### src/rtl/dice_cgra_pkg.sv
// Shared types for the CGRA dispatch predicate-RF TID sequencer.
// Holds TID width, sequencer state encoding and delay-line entry layout.
package dice_cgra_pkg;

    localparam int DICE_NUM_TID = 512;
    localparam int DICE_ADDR_W  = $clog2(DICE_NUM_TID);
    localparam int DICE_MAX_LAT = 32;

    typedef logic [DICE_ADDR_W-1:0] tid_t;
    typedef logic [DICE_ADDR_W:0]   tid_cnt_t;

    typedef enum logic [1:0] {
        IDLE,
        ISSUE,
        DRAIN,
        DONE
    } seq_state_e;

    typedef struct packed {
        logic valid;
        tid_t tid;
    } tid_entry_t;

    // base + idx, wrapping past the last thread slot back to slot 0
    function automatic tid_t tid_wrap(tid_t base, tid_cnt_t idx);
        tid_cnt_t sum;
        sum = {1'b0, base} + idx;
        if (sum >= tid_cnt_t'(DICE_NUM_TID)) begin
            sum = sum - tid_cnt_t'(DICE_NUM_TID);
        end
        return sum[DICE_ADDR_W-1:0];
    endfunction

endpackage

### src/rtl/dice_tid_delay_line.sv
// Variable-tap shift register that replays issued TIDs at writeback time.
// Tap 0 is a combinational bypass of the pushed entry.
module dice_tid_delay_line
    import dice_cgra_pkg::*;
#(
    parameter int  MAX_CGRA_LATENCY = DICE_MAX_LAT,
    localparam int LATW             = $clog2(MAX_CGRA_LATENCY + 1)
) (
    input  logic            clk,
    input  logic            rst_n,
    input  logic            clr,
    input  logic            shift_en,
    input  tid_entry_t      push,
    input  logic [LATW-1:0] lat,
    output tid_entry_t      tap
);

    tid_entry_t line_q [MAX_CGRA_LATENCY:1];

    // advance one slot per non-stalled cycle; flush on reset or clear
    always_ff @(posedge clk) begin
        if (!rst_n || clr) begin
            for (int i = 1; i <= MAX_CGRA_LATENCY; i++) begin
                line_q[i] <= '0;
            end
        end else if (shift_en) begin
            line_q[1] <= push;
            for (int i = 2; i <= MAX_CGRA_LATENCY; i++) begin
                line_q[i] <= line_q[i-1];
            end
        end
    end

    // select the slot matching the configured latency
    always_comb begin
        tap = push;
        for (int i = 1; i <= MAX_CGRA_LATENCY; i++) begin
            if (lat == LATW'(i)) begin
                tap = line_q[i];
            end
        end
    end

endmodule

### src/rtl/dice_pred_rf_tid_sequencer.sv
// Streams a TID range onto RF read ports and replays each TID on the
// write ports after the CGRA latency, counted in non-stalled cycles.
module dice_pred_rf_tid_sequencer
    import dice_cgra_pkg::*;
#(
    parameter int  NUM_PORTS        = 16,
    parameter int  NUM_TID          = DICE_NUM_TID,
    parameter int  RF_ADDR_WIDTH    = $clog2(NUM_TID),
    parameter int  MAX_CGRA_LATENCY = DICE_MAX_LAT,
    localparam int LATW             = $clog2(MAX_CGRA_LATENCY + 1),
    localparam int INFW             = $clog2(MAX_CGRA_LATENCY + 2)
) (
    input  logic                           clk,
    input  logic                           rst_n,
    input  logic                           clr,
    input  logic                           start,
    input  logic [RF_ADDR_WIDTH-1:0]       tid_base,
    input  logic [RF_ADDR_WIDTH:0]         tid_count,
    input  logic [LATW-1:0]                cgra_latency,
    input  logic [NUM_PORTS-1:0]           port_rd_mask,
    input  logic [NUM_PORTS-1:0]           port_wr_mask,
    input  logic                           stall,
    output logic [NUM_PORTS-1:0]           rd_en,
    output logic [NUM_PORTS*RF_ADDR_WIDTH-1:0] rd_tid,
    output logic [NUM_PORTS-1:0]           wr_en,
    output logic [NUM_PORTS*RF_ADDR_WIDTH-1:0] wr_tid,
    output logic                           busy,
    output logic                           done
);

    seq_state_e state_q, state_d;

    tid_t                 base_q;
    tid_cnt_t             count_q;
    logic [LATW-1:0]      lat_q;
    logic [NUM_PORTS-1:0] rd_mask_q;
    logic [NUM_PORTS-1:0] wr_mask_q;

    tid_t                 base_e;
    tid_cnt_t             count_e;
    logic [LATW-1:0]      lat_e;
    logic [NUM_PORTS-1:0] rd_mask_e;
    logic [NUM_PORTS-1:0] wr_mask_e;

    tid_cnt_t        idx_q, idx_e;
    logic [INFW-1:0] infl_q, infl_d;

    logic accept;
    logic step;
    logic issuing;
    logic wb;
    logic last;

    tid_entry_t push;
    tid_entry_t tap;

    logic [NUM_PORTS-1:0] rd_en_q;
    logic [NUM_PORTS-1:0] wr_en_q;
    tid_t                 rd_tid_q;
    tid_t                 wr_tid_q;
    logic                 done_q;

    // accept edge uses the live config so the first read leaves next cycle
    always_comb begin
        accept    = (state_q == IDLE) && start;
        base_e    = accept ? tid_base     : base_q;
        count_e   = accept ? tid_count    : count_q;
        lat_e     = accept ? cgra_latency : lat_q;
        rd_mask_e = accept ? port_rd_mask : rd_mask_q;
        wr_mask_e = accept ? port_wr_mask : wr_mask_q;
        idx_e     = accept ? '0 : idx_q;
        step      = !stall && (accept || state_q == ISSUE || state_q == DRAIN);
        issuing   = step && (accept ? (tid_count != '0) : (state_q == ISSUE));
        push.valid = issuing;
        push.tid   = tid_wrap(base_e, idx_e);
    end

    dice_tid_delay_line #(
        .MAX_CGRA_LATENCY(MAX_CGRA_LATENCY)
    ) u_delay (
        .clk     (clk),
        .rst_n   (rst_n),
        .clr     (clr || (state_q == DONE)),
        .shift_en(step),
        .push    (push),
        .lat     (lat_e),
        .tap     (tap)
    );

    // writeback, in-flight tracking and next-state selection
    always_comb begin
        wb      = step && tap.valid;
        infl_d  = infl_q + INFW'(issuing) - INFW'(wb);
        last    = issuing && ((idx_e + tid_cnt_t'(1)) == count_e);
        state_d = state_q;
        unique case (state_q)
            IDLE:  if (start) state_d = (tid_count == '0) ? DONE : ISSUE;
            ISSUE: state_d = ISSUE;
            DRAIN: if (infl_d == '0) state_d = DONE;
            DONE:  state_d = IDLE;
        endcase
        if (last) begin
            state_d = (infl_d == '0) ? DONE : DRAIN;
        end
    end

    // state, counters and registered port outputs
    always_ff @(posedge clk) begin
        if (!rst_n) begin
            state_q  <= IDLE;
            idx_q    <= '0;
            infl_q   <= '0;
            rd_en_q  <= '0;
            wr_en_q  <= '0;
            rd_tid_q <= '0;
            wr_tid_q <= '0;
            done_q   <= 1'b0;
        end else if (clr) begin
            state_q  <= IDLE;
            idx_q    <= '0;
            infl_q   <= '0;
            rd_en_q  <= '0;
            wr_en_q  <= '0;
            done_q   <= 1'b0;
        end else begin
            state_q <= state_d;
            infl_q  <= infl_d;
            done_q  <= (state_q == DONE);
            if (accept || issuing) begin
                idx_q <= idx_e + tid_cnt_t'(issuing);
            end
            rd_en_q <= issuing ? rd_mask_e : '0;
            if (issuing) begin
                rd_tid_q <= push.tid;
            end
            wr_en_q <= wb ? wr_mask_e : '0;
            if (wb) begin
                wr_tid_q <= tap.tid;
            end
        end
    end

    // dispatch config captured once per accepted start
    always_ff @(posedge clk) begin
        if (!rst_n) begin
            base_q    <= '0;
            count_q   <= '0;
            lat_q     <= '0;
            rd_mask_q <= '0;
            wr_mask_q <= '0;
        end else if (accept && !clr) begin
            base_q    <= tid_base;
            count_q   <= tid_count;
            lat_q     <= cgra_latency;
            rd_mask_q <= port_rd_mask;
            wr_mask_q <= port_wr_mask;
        end
    end

    assign rd_en  = rd_en_q;
    assign wr_en  = wr_en_q;
    assign rd_tid = {NUM_PORTS{rd_tid_q}};
    assign wr_tid = {NUM_PORTS{wr_tid_q}};
    assign busy   = (state_q == ISSUE) || (state_q == DRAIN);
    assign done   = done_q;

    a_count_legal: assert property (@(posedge clk) disable iff (!rst_n)
        accept |-> (tid_count <= tid_cnt_t'(NUM_TID)));

    a_lat_legal: assert property (@(posedge clk) disable iff (!rst_n)
        accept |-> (cgra_latency <= LATW'(MAX_CGRA_LATENCY)));

endmodule

### config.mk
export PLATFORM = sky130hd
export DESIGN_NAME = dice_pred_rf_tid_sequencer
export DESIGN_NICKNAME = d
export VERILOG_FILES = /design/src/rtl/dice_cgra_pkg.sv /design/src/rtl/dice_tid_delay_line.sv /design/src/rtl/dice_pred_rf_tid_sequencer.sv
export SDC_FILE = /design/constraint.sdc
export NUM_CORES = 1
export LEC_CHECK = 0
export BUFFER_PORTS_ARGS = -buffer_cell sky130_fd_sc_hd__buf_2
export CAP_MARGIN = 20
export CORE_MARGIN = 10
export CORE_UTILIZATION = 58
export DETAILED_ROUTE_END_ITERATION = 12
export PLACE_DENSITY = 0.82
export SYNTH_ARGS = -nofsm -noshare
export SYNTH_HDL_FRONTEND = slang
export SYNTH_SLANG_ARGS = --single-unit
### constraint.sdc
create_clock -name clk -period 16.9 [get_ports clk]
set_input_delay 1.69 -clock clk [delete_from_list [all_inputs] [get_ports clk]]
set_output_delay 1.69 -clock clk [all_outputs]
set_load 0.01 [all_outputs]
## Yosys cells after proc, flatten, opt, wreduce, memory -nomap -nowiden

Memory sizes are Yosys's and may differ from the RTL's.
Cells that the tools add are included.

| word-level totals | value |
|---|---|
| flip-flop bits (word level) | 126 |
| RAM bits | 320 |
| bits of input ports | 62 |
| output and inout bits | 322 |
| logic and storage cells | 203 |
| memories | 1 |

Memory list:

| memory | depth | width | rd ports | clocked after memory_dff | write ports | RTL line | RTL |
|---|---|---|---|---|---|---|---|
| u_delay.line_q | 32 | 10 | 32 | 0 | 32 | dice_tid_delay_line.sv:18 | `tid_entry_t line_q [MAX_CGRA_LATENCY:1];` |

| operators by class | value |
|---|---|
| add/subtract/negate cells | 6 |
| order comparisons | 1 |
| equal/unequal tests | 38 |
| mux-type cells | 83 |
| bitwise gates (word level) | 36 |
| reduce and logical (&&, ||, !) cells | 25 |

Operator list:

| kind | count |
|---|---|
| $mux W10 | 66 |
| $eq A6 B5 Y1 const B | 16 |
| $eq A6 B4 Y1 const B | 8 |
| $mux W16 | 2 |
| $or A1 B1 Y1 | 32 |
| $eq A6 B3 Y1 const B | 4 |
| $mux W9 | 2 |
| $eq A6 B2 Y1 const B | 2 |
| $add A10 B1 Y10 | 1 |
| $add A10 B1 Y10 const B | 1 |
| $add A9 B10 Y10 | 1 |
| $eq A10 B10 Y1 | 1 |
| $ge A10 B10 Y1 const B | 1 |
| $logic_not A10 Y1 | 1 |
| $reduce_bool A10 Y1 | 1 |
| $sub A9 B1 Y9 const B | 1 |
| $mux W2 | 4 |
| $pmux W2 S4 | 1 |
| $mux W1 | 7 |
| $add A6 B1 Y6 | 1 |
| $eq A6 B1 Y1 const B | 1 |
| $eq A6 B6 Y1 const B | 1 |
| $logic_and A1 B1 Y1 | 6 |
| $logic_not A6 Y1 | 1 |
| 13 further kinds | 27 |

## Depth between registers and ports, before layout

| logic depth | value |
|---|---|
| word-level depth | 44 |
| mapped depth | 27 |
| gate-level depth less buffers | 22 |

## By module

A second synthesis with hierarchy kept.

| unflattened totals | value |
|---|---|
| cell total of the unflattened synthesis | 2322 |
| area total of the unflattened synthesis | 24095.6 µm² |

By module, submodules not included:

| module | times used | cells each | area an instance (µm²) | seq. area each (µm²) |
|---|---|---|---|---|
| dice_tid_delay_line | 1 | 1313 | 16025.4 | 9609.2 |
| dice_pred_rf_tid_sequencer | 1 | 1009 | 8070.2 | 2522.4 |

## Worst setup path after synthesis

No wires, ideal clock.

| timing path | value |
|---|---|
| path kind | input to register |
| from | input start |
| to | register, netlist name u_delay.line_q[0][100] |
| library setup time | 0.741 ns |
| arrival | 10.566 ns |
| data required time | 16.159 ns |
| path slack | 5.593 ns |
| stages on the path | 8 |
| path buffers | 5 |
| path through | buf_6 -> nand2_1 -> buf_4 -> buf_2 -> a21oi_1 -> clkbuf_1 -> clkbuf_1 -> nand2b_1 |

RTL lines:

| what | RTL line | RTL |
|---|---|---|
| start: declaration | dice_pred_rf_tid_sequencer.sv:16 | `input logic start,` |

## Final worst setup path

| timing path | value |
|---|---|
| from | input start |
| to | register state_q[0] |

| on the way | value |
|---|---|
| longest elaborated chain between the ends | 42 |
| elaborated cells on any way between the ends | 85 |
| classes of those cells | 3 x add/sub; 35 x eq/ne; 38 x mux; 9 x reduce/logical |

Ends and longest elaborated chain:

| what | RTL line | RTL |
|---|---|---|
| $logic_and A1 B1 Y1 * | dice_pred_rf_tid_sequencer.sv:65 | `accept = (state_q == IDLE) && start;` |
| parallel branches: the longest is 37 deep, another holds $mux W10 | - |  |
| $sub A6 B1 Y6 * | dice_pred_rf_tid_sequencer.sv:93 | `infl_d = infl_q + INFW'(issuing) - INFW'(wb);` |
| net infl_d[1] | dice_pred_rf_tid_sequencer.sv:46 | `logic [INFW-1:0] infl_q, infl_d;` |
| $logic_not A6 Y1 * | dice_pred_rf_tid_sequencer.sv:99, dice_pred_rf_tid_sequencer.sv:103 |  |
| $ne A3 B2 Y1 (no source line) / $mux W1 (equally long branches) | - |  |
| $reduce_and A2 Y1 (no source line) / $mux W2 (equally long branches) | - |  |
| end signal: assignment | dice_pred_rf_tid_sequencer.sv:126 | `state_q <= state_d;` |
| end: declaration | dice_pred_rf_tid_sequencer.sv:31 | `seq_state_e state_q, state_d;` |

Mark *: on every way through the listed nets, which the timed path passes.
A chain may end at the register's enable or synchronous reset.

==> impl_metrics.json <==
{
  "grt_max_degree": 308,
  "gp_congestion": 0.974,
  "fin_tns_setup_ps": 0,
  "finalCritPeriodShare_pct": 44.0,
  "htreeDepth": 2,
  "grt_pass1_vias": 17646,
  "routed_wirelength_um": 71800,
  "synth_area_per_cell_sq_um": 10.3,
  "core_sq_um": 40000,
  "firstDrtPassIters": 7,
  "required_ps": 17380,
  "dieArea_sq_um": 49200,
  "status": "finished with violations",
  "ctsHoldBuffers": 0,
  "viasPerCell": 6.44,
  "die_h_um": 222,
  "dpl.hpwl_um": 49600,
  "cts_buffers": 47,
  "tightest_slew_ps": 1590,
  "finalCriticalPeriod_ps": 7440,
  "crit_path_end_kind": "register",
  "drc": 0,
  "grt-ovfl-total": 0,
  "nFillCells": 3142,
  "pin_count": 384,
  "yosys_warnings": 0,
  "fin_cells": 2888,
  "violations": "slew limit",
  "critical_path.startpoint_type": "primary input",
  "crit_arrival_ps": 7920,
  "powerDensity_nw_per_um2": 105,
  "rsz0062_at_grt": "no",
  "p_leak_uw": 0.0116,
  "cts_setup_buffers": 0,
  "relSlewSlack_pct": -6.17,
  "final_cell_area_sq_um": 25100,
  "final_core_util_pct": 62.8,
  "vias": 18613,
  "nets": 2410,
  "synth_flop_cell": "edfxtp_1",
  "synth.net_count": 2378,
  "synth-edff-count": 320,
  "sequentialPowerShare_pct": 48.9,
  "p_sw_share_pct": 27.7,
  "crit_fanout": 60,
  "first_iter_violations": 2846,
  "combPwrFrac_pct": 13.5,
  "clock-root-buffer": "clkbuf_16",
  "hold_path_depth": 2,
  "slowest_stage": "o21a_2",
  "grt_first_pass_wirelength_um": 109000,
  "async_flop_share_pct": 0,
  "io_buffers": 383,
  "syn-instance-count": 2292,
  "p_sw_uw": 729,
  "wl_per_cell_um": 24.9,
  "antenna_found_initial": 4,
  "p_int_uw": 1900,
  "rr_worst_depth": 20,
  "cts_resized": 0,
  "syn2layout_area_growth_pct": 6.50,
  "critical-path-max-stage-delay_ps": 790,
  "cap_violations": 0,
  "clock_path_buffers": 3,
  "cts.clk_slew.worst_paths_ps": 60,
  "hold_ws_ps": 460,
  "vdd_drop_max_mv": 0.0840,
  "synth.ff_latch_count": 446,
  "cts_tree": "built",
  "dpl.cell_count": 2799,
  "drv_slew": 115,
  "grt_usage_pct": 27.6,
  "hold_viol_final": 0,
  "final_layout_size_suffix_gt1_share_pct": 22.6,
  "worstSkewPairLatency_ps": 590,
  "die-width_um": 222,
  "row_count": 73,
  "place_area_sq_um": 23700,
  "setup_violations": 0,
  "final_antenna_net_count": 0,
  "path_cells": "buf_2, and2_2, buf_4, o21a_2, o21ai_0, a222oi_1, a211oi_1, o21ai_2, nand2_1, a21oi_1, ha_1, inv_1, ha_1, fa_1, or3_1, or4_1, nand2_1, a21oi_1, nor4b_1",
  "netlist_area_sq_um": 23600,
  "ys_seq_area_share_pct": 51.4,
  "clkPwrFrac_pct": 37.6,
  "ys_types": 97,
  "worstSetupPathType": "primary input to register",
  "fmax_ghz": 0.134,
  "fin_skew_ps": 24.6,
  "hold_path.class": "register to register",
  "initial_core_util_pct": 59.0,
  "cts.sinks": 446
}
[layer usage]
metal | global-route usage, % | vias to the layer above | wire length [um]
li1 | - | 8212 | -
met1 | 35.5 | 9019 | 27000
met2 | 44.7 | 1217 | 34200
met3 | 7.88 | 165 | 8580
met4 | 7.94 | 0 | 2000
met5 | 0 | - | 0
[per-stage QoR]
stage / setup slack (ps) / power (uW)
2_1_floorplan: 5590 / 1570
3_3_place_gp: 9220 / 1640
3_5_place_dp: 8960 / 1650
4_1_cts: 9570 / 2630
5_1_grt: 9180 / 2710
6_report: 9460 / 2630
[layout by cell type (no fill, tap or decap), types with 19 or more instances in the layout]
cell type | synthesis | routed
buf_4 | 286 | 19
a21oi_1 | 83 | 82
a21boi_0 | 60 | 60
edfxtp_1 | 320 | 320
inv_1 | 28 | 28
a211oi_1 | 27 | 27
and3_1 | 311 | 311
xnor2_1 | 24 | 24
nor2_1 | 77 | 74
dfxtp_1 | 126 | 126
nand3_1 | 42 | 42
a22oi_1 | 23 | 23
buf_2 | 20 | 383
ha_1 | 22 | 22
o22ai_1 | 46 | 46
clkbuf_16 | 0 | 49
nand2_1 | 281 | 280
o21ai_0 | 52 | 52
nor3_1 | 33 | 33
[power by group through the flow]
stage | registers (uW) | clock network [uW] | logic, uW
after floorplan | 1300 | 0 | 266
after global placement | 1310 | 0 | 338
after detailed placement | 1310 | 0 | 345
after CTS | 1290 | 996 | 346
after global routing | 1290 | 1040 | 379
final | 1290 | 989 | 355
[critical path: cells and delay by family]
kind | cells | cell delay, ps
AND/OR/NAND/NOR | 6 | 1840
AO/OA/AOI/OAI | 7 | 2420
adder cells (fa/ha/maj) | 3 | 930
buffers and inverters | 3 | 1000
[final cells by class]
type | instances | area [sq um] | area share, %
multi-input cells | 1394 | 8630 | 34.3
repair buffers | 407 | 2150 | 8.54
clock buffers | 66 | 1350 | 5.37
clock inverters | 18 | 110 | 0.438
diodes | 4 | 10.0 | 0.0398
flip-flops and latches | 446 | 12100 | 48.3
inverters | 28 | 105 | 0.418
well taps | 525 | 657 | 2.61
[cell usage after synthesis, drive strengths merged (8+ instances only)]
cell | count | area (sq um)
a31oi | 13 | 81.3
or3 | 9 | 61.3
o22ai | 47 | 300
nor3 | 47 | 330
a21boi | 61 | 458
inv | 28 | 105
a211o | 10 | 87.6
a211oi | 27 | 203
a221oi | 10 | 93.8
nand2 | 283 | 1070
and3 | 311 | 1950
nor4 | 10 | 68.8
nand3 | 45 | 240
buf | 325 | 2410
dfxtp | 126 | 2520
and2 | 15 | 93.8
a222oi | 11 | 110
clkbuf | 99 | 372
nand4 | 18 | 113
o221ai | 14 | 123
xnor2 | 24 | 210
nor2 | 80 | 318
o211ai | 8 | 60.1
a22oi | 23 | 173
o21ai | 71 | 397
xor2 | 13 | 114
ha | 22 | 275
o21a | 12 | 91.3
nor2b | 8 | 50.1
a21oi | 85 | 440
nand2b | 14 | 87.6
edfxtp | 320 | 9610
[path summary, 6_finish.rpt]
check	startpoint	to	slack, ps
setup / recovery	start	state_q[0]	9460
hold / removal	rd_mask_q[10]	rd_en[10]	460
setup reg to reg	state_q[0]	state_q[0]	9750
hold reg to reg	rd_mask_q[10]	rd_en[10]	460
[cells by family after synthesis]
logic type / share of synthesized area, %
AO/OA/AOI/OAI: 14.0
XOR/XNOR: 1.37
adder cells (fa/ha/maj): 1.34
buffers and inverters: 12.2
flip-flops: 51.4
multiplexers: 0.297
AND/OR/NAND/NOR: 19.4
[sequential cells by signal (all words and copies together), names as in the netlist, 6 cells and up]
signal	count
base_q	9
count_q	10
idx_q	10
infl_q	6
lat_q	6
rd_en	16
rd_mask_q	16
rd_tid_q	9
u_delay.line_q	320
wr_en	16
wr_mask_q	16
wr_tid_q	9
Note: power is estimated with default switching activity, not from simulation.
